`src/rtl/apb_pkg.sv`:
```
// Shared APB completer types and default bus widths.
package apb_pkg;

    localparam int unsigned APB_ADDR_W = 8;
    localparam int unsigned APB_DATA_W = 8;
    localparam int unsigned WCNT_W     = 4;

    typedef enum logic {IDLE, ACCESS} apb_state_t;

endpackage

```
`src/rtl/apb_wait_counter.sv`:
```
// Wait-state down-counter: loaded at setup, counts down during ACCESS, flags zero.
module apb_wait_counter
    import apb_pkg::*;
(
    input  logic              clk,
    input  logic              rst,
    input  logic              load,
    input  logic              en,
    input  logic [WCNT_W-1:0] init,
    output logic              zero
);

    logic [WCNT_W-1:0] wcnt_q;

    always_ff @(posedge clk or posedge rst) begin
        if (rst) begin
            wcnt_q <= '0;
        end else if (load) begin
            wcnt_q <= init;
        end else if (en && (wcnt_q != '0)) begin
            wcnt_q <= wcnt_q - WCNT_W'(1);
        end
    end

    assign zero = (wcnt_q == '0);

endmodule

```
`src/rtl/apb_mem_responder.sv`:
```
// APB completer backed by a flat register-array memory, with programmable
// wait states and PSLVERR on out-of-range addresses.
module apb_mem_responder
    import apb_pkg::*;
#(
    parameter int unsigned ADDR_W      = APB_ADDR_W,
    parameter int unsigned DATA_W      = APB_DATA_W,
    parameter int unsigned DEPTH       = 128,
    parameter int unsigned WAIT_STATES = 1
) (
    input  logic              clk,
    input  logic              rst,
    input  logic              psel,
    input  logic              penable,
    input  logic              pwrite,
    input  logic [ADDR_W-1:0] paddr,
    input  logic [DATA_W-1:0] pwdata,
    output logic [DATA_W-1:0] prdata,
    output logic              pready,
    output logic              pslverr
);

    localparam int unsigned IDX_W = (DEPTH > 1) ? $clog2(DEPTH) : 1;

    apb_state_t        state_q, state_d;
    logic [ADDR_W-1:0] addr_q;
    logic [DATA_W-1:0] wdata_q;
    logic              write_q;
    logic [DATA_W-1:0] mem_q [DEPTH];

    logic              load;
    logic              cnt_en;
    logic              mem_we;
    logic              wcnt_zero;
    logic              err;
    logic [IDX_W-1:0]  idx;

    apb_wait_counter u_wait (
        .clk  (clk),
        .rst  (rst),
        .load (load),
        .en   (cnt_en),
        .init (WCNT_W'(WAIT_STATES)),
        .zero (wcnt_zero)
    );

    // Range check at full address width so high addresses never alias.
    assign err     = (32'(addr_q) >= 32'(DEPTH));
    assign idx     = addr_q[IDX_W-1:0];
    assign pready  = (state_q == ACCESS) && wcnt_zero;
    assign pslverr = pready && err;
    assign prdata  = (pready && !write_q && !err) ? mem_q[idx] : '0;

    always_ff @(posedge clk or posedge rst) begin
        if (rst) begin
            state_q <= IDLE;
        end else begin
            state_q <= state_d;
        end
    end

    always_comb begin
        state_d = state_q;
        load    = 1'b0;
        cnt_en  = 1'b0;
        mem_we  = 1'b0;
        case (state_q)
            IDLE: begin
                // Access phase without a preceding setup phase is ignored.
                if (psel && !penable) begin
                    state_d = ACCESS;
                    load    = 1'b1;
                end
            end
            ACCESS: begin
                if (pready) begin
                    state_d = IDLE;
                    mem_we  = write_q && !err;
                end else if (!psel) begin
                    state_d = IDLE;
                end else begin
                    cnt_en = 1'b1;
                end
            end
            default: state_d = IDLE;
        endcase
    end

    // Request capture at the setup edge; later bus changes are ignored.
    always_ff @(posedge clk or posedge rst) begin
        if (rst) begin
            addr_q  <= '0;
            wdata_q <= '0;
            write_q <= 1'b0;
        end else if (load) begin
            addr_q  <= paddr;
            wdata_q <= pwdata;
            write_q <= pwrite;
        end
    end

    always_ff @(posedge clk or posedge rst) begin
        if (rst) begin
            for (int i = 0; i < int'(DEPTH); i++) begin
                mem_q[i] <= '0;
            end
        end else if (mem_we) begin
            mem_q[idx] <= wdata_q;
        end
    end

endmodule

```
`config.mk`:
```
export PLATFORM = sky130hd
export DESIGN_NAME = apb_mem_responder
export DESIGN_NICKNAME = d
export VERILOG_FILES = /design/src/rtl/apb_pkg.sv /design/src/rtl/apb_wait_counter.sv /design/src/rtl/apb_mem_responder.sv
export SDC_FILE = /design/constraint.sdc
export NUM_CORES = 2
export LEC_CHECK = 0
export BUFFER_PORTS_ARGS = -buffer_cell sky130_fd_sc_hd__buf_4
export CAP_MARGIN = 20
export CORE_MARGIN = 2
export CORE_UTILIZATION = 40
export DETAILED_ROUTE_END_ITERATION = 8
export PLACE_DENSITY_LB_ADDON = 0.25
export SETUP_SLACK_MARGIN = 0.02
export SLEW_MARGIN = 0
export SYNTH_ARGS = -nofsm -noshare
export SYNTH_HDL_FRONTEND = slang
export SYNTH_SLANG_ARGS = --single-unit
```
`constraint.sdc`:
```
create_clock -name clk -period 46.2 [get_ports clk]
set_clock_uncertainty 0.2 [all_clocks]
set_input_delay 13.86 -clock clk [delete_from_list [all_inputs] [get_ports clk]]
set_output_delay 13.86 -clock clk [all_outputs]
set_load 0.05 [all_outputs]
```
==> flow_metrics.env <==
export IMPL_diodes=0
export IMPL_final_area_sq_um=53600
export IMPL_tightest_slew_ns=1.16
export IMPL_numPortBuffers=30
export IMPL_timing_reg2reg_setup_slack_ns=41.04
export IMPL_synthCells=3543
export IMPL_numClockSinks=1046
export IMPL_total_power_mw=2.24
export IMPL_syn_to_final_growth_pct=11.2
export IMPL_grt_pass1_wl_mm=199
export IMPL_synth_distinct_cells=41
export IMPL_hold_class="flip-flop to flip-flop"
export IMPL_synth_largest_area_cell="dfrtp_1"
export IMPL_cpMaxStageDelayCell="buf_4"
export IMPL_relSlewSlack_pct=22.4
export IMPL_critical_path_most_common_cell="buf_4"
export IMPL_drtIter0Drc=2070
export IMPL_fin_crit_ns=20.19
export IMPL_fmax_mhz=49.5
export IMPL_h_tree_depth=3
export IMPL_cts_buffer_depth=3
export IMPL_viasPerCell=5.65
export IMPL_drtAntennaViolNets=0
export IMPL_final_setup_viol_count=0
export IMPL_p_sw_share_pct=30.2
export IMPL_fin_tns_setup_ns=0
export IMPL_switchingPower_uw=678
export IMPL_fin_nets=3489
export IMPL_ys_flop_type="dfrtp_1"
export IMPL_drc=0
export IMPL_rsz0062_at_grt="false"
export IMPL_critPathMaxFanout=58
export IMPL_wire_per_inst_um=25.1
export IMPL_grt_max_degree=142
export IMPL_gp_congestion=0.769
export IMPL_cts_hold_buf=0
export IMPL_hold_viol_final=0
export IMPL_min_delay_path_depth=1
export IMPL_start_util_pct=40.2
export IMPL_die_w_um=351
export IMPL_grt_pass1_vias=30000
export IMPL_path_cells="buf_4 > buf_4 > buf_4 > mux2i_1 > o22ai_1 > o21ai_0 > a41oi_1 > o41a_1 > buf_4"
export IMPL_fp_dieArea_sq_um=123000
export IMPL_pwr_share_seq_pct=44.2
export IMPL_crit_path_end_kind="output pin"
export IMPL_synth_commonest_cells="1,046 x dfrtp_1, 978 x mux2_2, 512 x mux2i_1, 256 x o22ai_1, 185 x clkbuf_1"
export IMPL_num_vias=29200
export IMPL_required_ns=32.14
export IMPL_startpoint_type="flip-flop"
export IMPL_ff2ff_path_depth=6
export IMPL_final_cells=5164
export IMPL_io_pins=31
export IMPL_drv_cap=0
export IMPL_clkPwrFrac_pct=40.5
export IMPL_path_clk_slew_ns=0.06
export IMPL_cts_buffers=114
export IMPL_irDropWorstVdd_uv=33.5
export IMPL_hold_end="mem_q[423]"
export IMPL_syn_nets=3566
export IMPL_placed_cell_area_sq_um=49800
export IMPL_leakage_nw=25.2
export IMPL_core_sq_um=120000
export IMPL_clkLatencyLatePin_ns=0.70
export IMPL_p_int_mw=1.57
export IMPL_synth_top_area_share_pct=54.3
export IMPL_place_hpwl_mm=76.9
export IMPL_synth_most_common_cell="dfrtp_1"
export IMPL_outcome="finished clean"
export IMPL_synth_area_sq_um=48200
export IMPL_avgSynthCellArea_sq_um=13.6
export IMPL_slowest_delay_ns=0.93
export IMPL_synth_edff_count=0
export IMPL_reg2reg_from="addr_q[0]"
export IMPL_worstSetupPathType="flip-flop to output pin"
export IMPL_ys_async_sr_fraction_pct=100
export IMPL_post_cts_buffers=0
export IMPL_hold_path_startpoint="mem_q[423]"
export IMPL_p_per_area_nw_per_um2=41.9
export IMPL_drive_gt1_share_pct=38.4
export IMPL_cts_resized=0
export IMPL_arrival_ns=6.13
export IMPL_cts_tree="built"
export IMPL_power_frac_comb_pct=15.2
export IMPL_root_buffer="clkbuf_16"
export IMPL_report_final_slew_viol_count=0
export IMPL_ys_seq_area_share_pct=54.3
export IMPL_synth_area_top_cells="dfrtp_1 54%, mux2_2 23%, mux2i_1 11%"
export IMPL_synth_ff_latch_count=1046
export IMPL_dr_pass1_iters=7
export IMPL_antenna_found_initial=6
export IMPL_min_period_over_period_pct=43.7
export IMPL_post_place_cells=4960
export IMPL_wl_mm=129
export IMPL_reg2reg_to="mem_q[740]"
export IMPL_track_usage_pct=21.2
export IMPL_fin_util_pct=44.7
export IMPL_num_rows=127
export IMPL_gr_total_overflow=0
export IMPL_yosys_warnings=0
export IMPL_die_y_um=351
-- final cells by class --
type	instances	area, sq um
clock buffer	173	3370
clock inverter	29	340
fill	10800	66200
inverter	5	26.3
multi-input combinational	2217	20900
sequential	1046	26200
tap	1612	2020
timing repair buffer	82	693
-- per-stage QoR --
step,worst slack [ns],hold WS (ns)
after detailed placement,26.74,0.275
after global placement,26.80,0.266
after CTS,25.99,0.288
after floorplan,2.70,0.257
after global routing,25.71,0.294
final,26.01,0.285
-- power by group through the flow --
stage	Sequential, mW	Combinational [mW]	Clock (mW)
after global routing	0.997	0.358	0.969
after CTS	0.992	0.341	0.930
after global placement	1.01	0.340	0
after floorplan	0.960	0.256	0
final	0.992	0.342	0.910
after detailed placement	1.01	0.340	0
-- per-layer routing --
layer,routed length (um),track usage (%)
met1,62300,31.1
met2,58900,32.8
met4,2860,5.02
met5,22,0
met3,5420,3.25
-- layout by cell type, fill, tap and decap left out, types with 3 or more instances in the layout --
master	netlist	final
a41oi_1	32	32
and2_1	3	3
buf_12	0	3
buf_4	4	77
bufinv_16	0	7
clkbuf_1	185	32
clkbuf_16	0	116
clkbuf_8	0	25
clkinv_2	0	18
dfrtp_1	1046	1037
dfrtp_4	0	9
inv_1	5	4
mux2_1	46	46
mux2_2	978	978
mux2i_1	512	512
nand2_1	99	98
nand2_2	9	9
nand2b_1	6	4
nand3_2	11	11
nand3b_1	3	3
nor2_1	9	5
nor2_2	48	51
nor2_4	20	21
nor3_2	18	18
o21ai_0	129	129
o22ai_1	256	256
o41a_1	8	8
or3_1	3	3
xnor2_1	3	3
-- registers in the layout (all words and copies together) (netlist names) --
signal,cells
addr_q,8
mem_q,1024
state_q,1
u_wait.wcnt_q,4
wdata_q,8
write_q,1
-- how the worst max path moves through the flow --
stage / from / endpoint / slack, ns
detailed placement: addr_q[0] / prdata[7] / 26.74
CTS: addr_q[0] / prdata[7] / 25.99
global placement: addr_q[0] / prdata[7] / 26.80
finish: addr_q[0] / prdata[7] / 26.01
floorplan: rst / addr_q[0] / 2.70
global route: addr_q[0] / prdata[7] / 25.71
-- critical path: cells and delay by family, from the launching register on --
kind | cells | cell delay, ns
compound gates | 4 | 1.18
buf+inv | 4 | 3.01
flops | 1 | 0.79
mux | 1 | 0.29
-- kinds of logic after synthesis --
kind of cell	synth area share, %
flip-flops	54.3
multiplexers	34.5
buffers and inverters	2.41
adder cells (fa/ha/maj)	0.0519
AO/OA/AOI/OAI	5.45
XOR/XNOR	0.0545
AND/OR/NAND/NOR	3.22
Note: power is estimated with default switching activity, not from simulation.
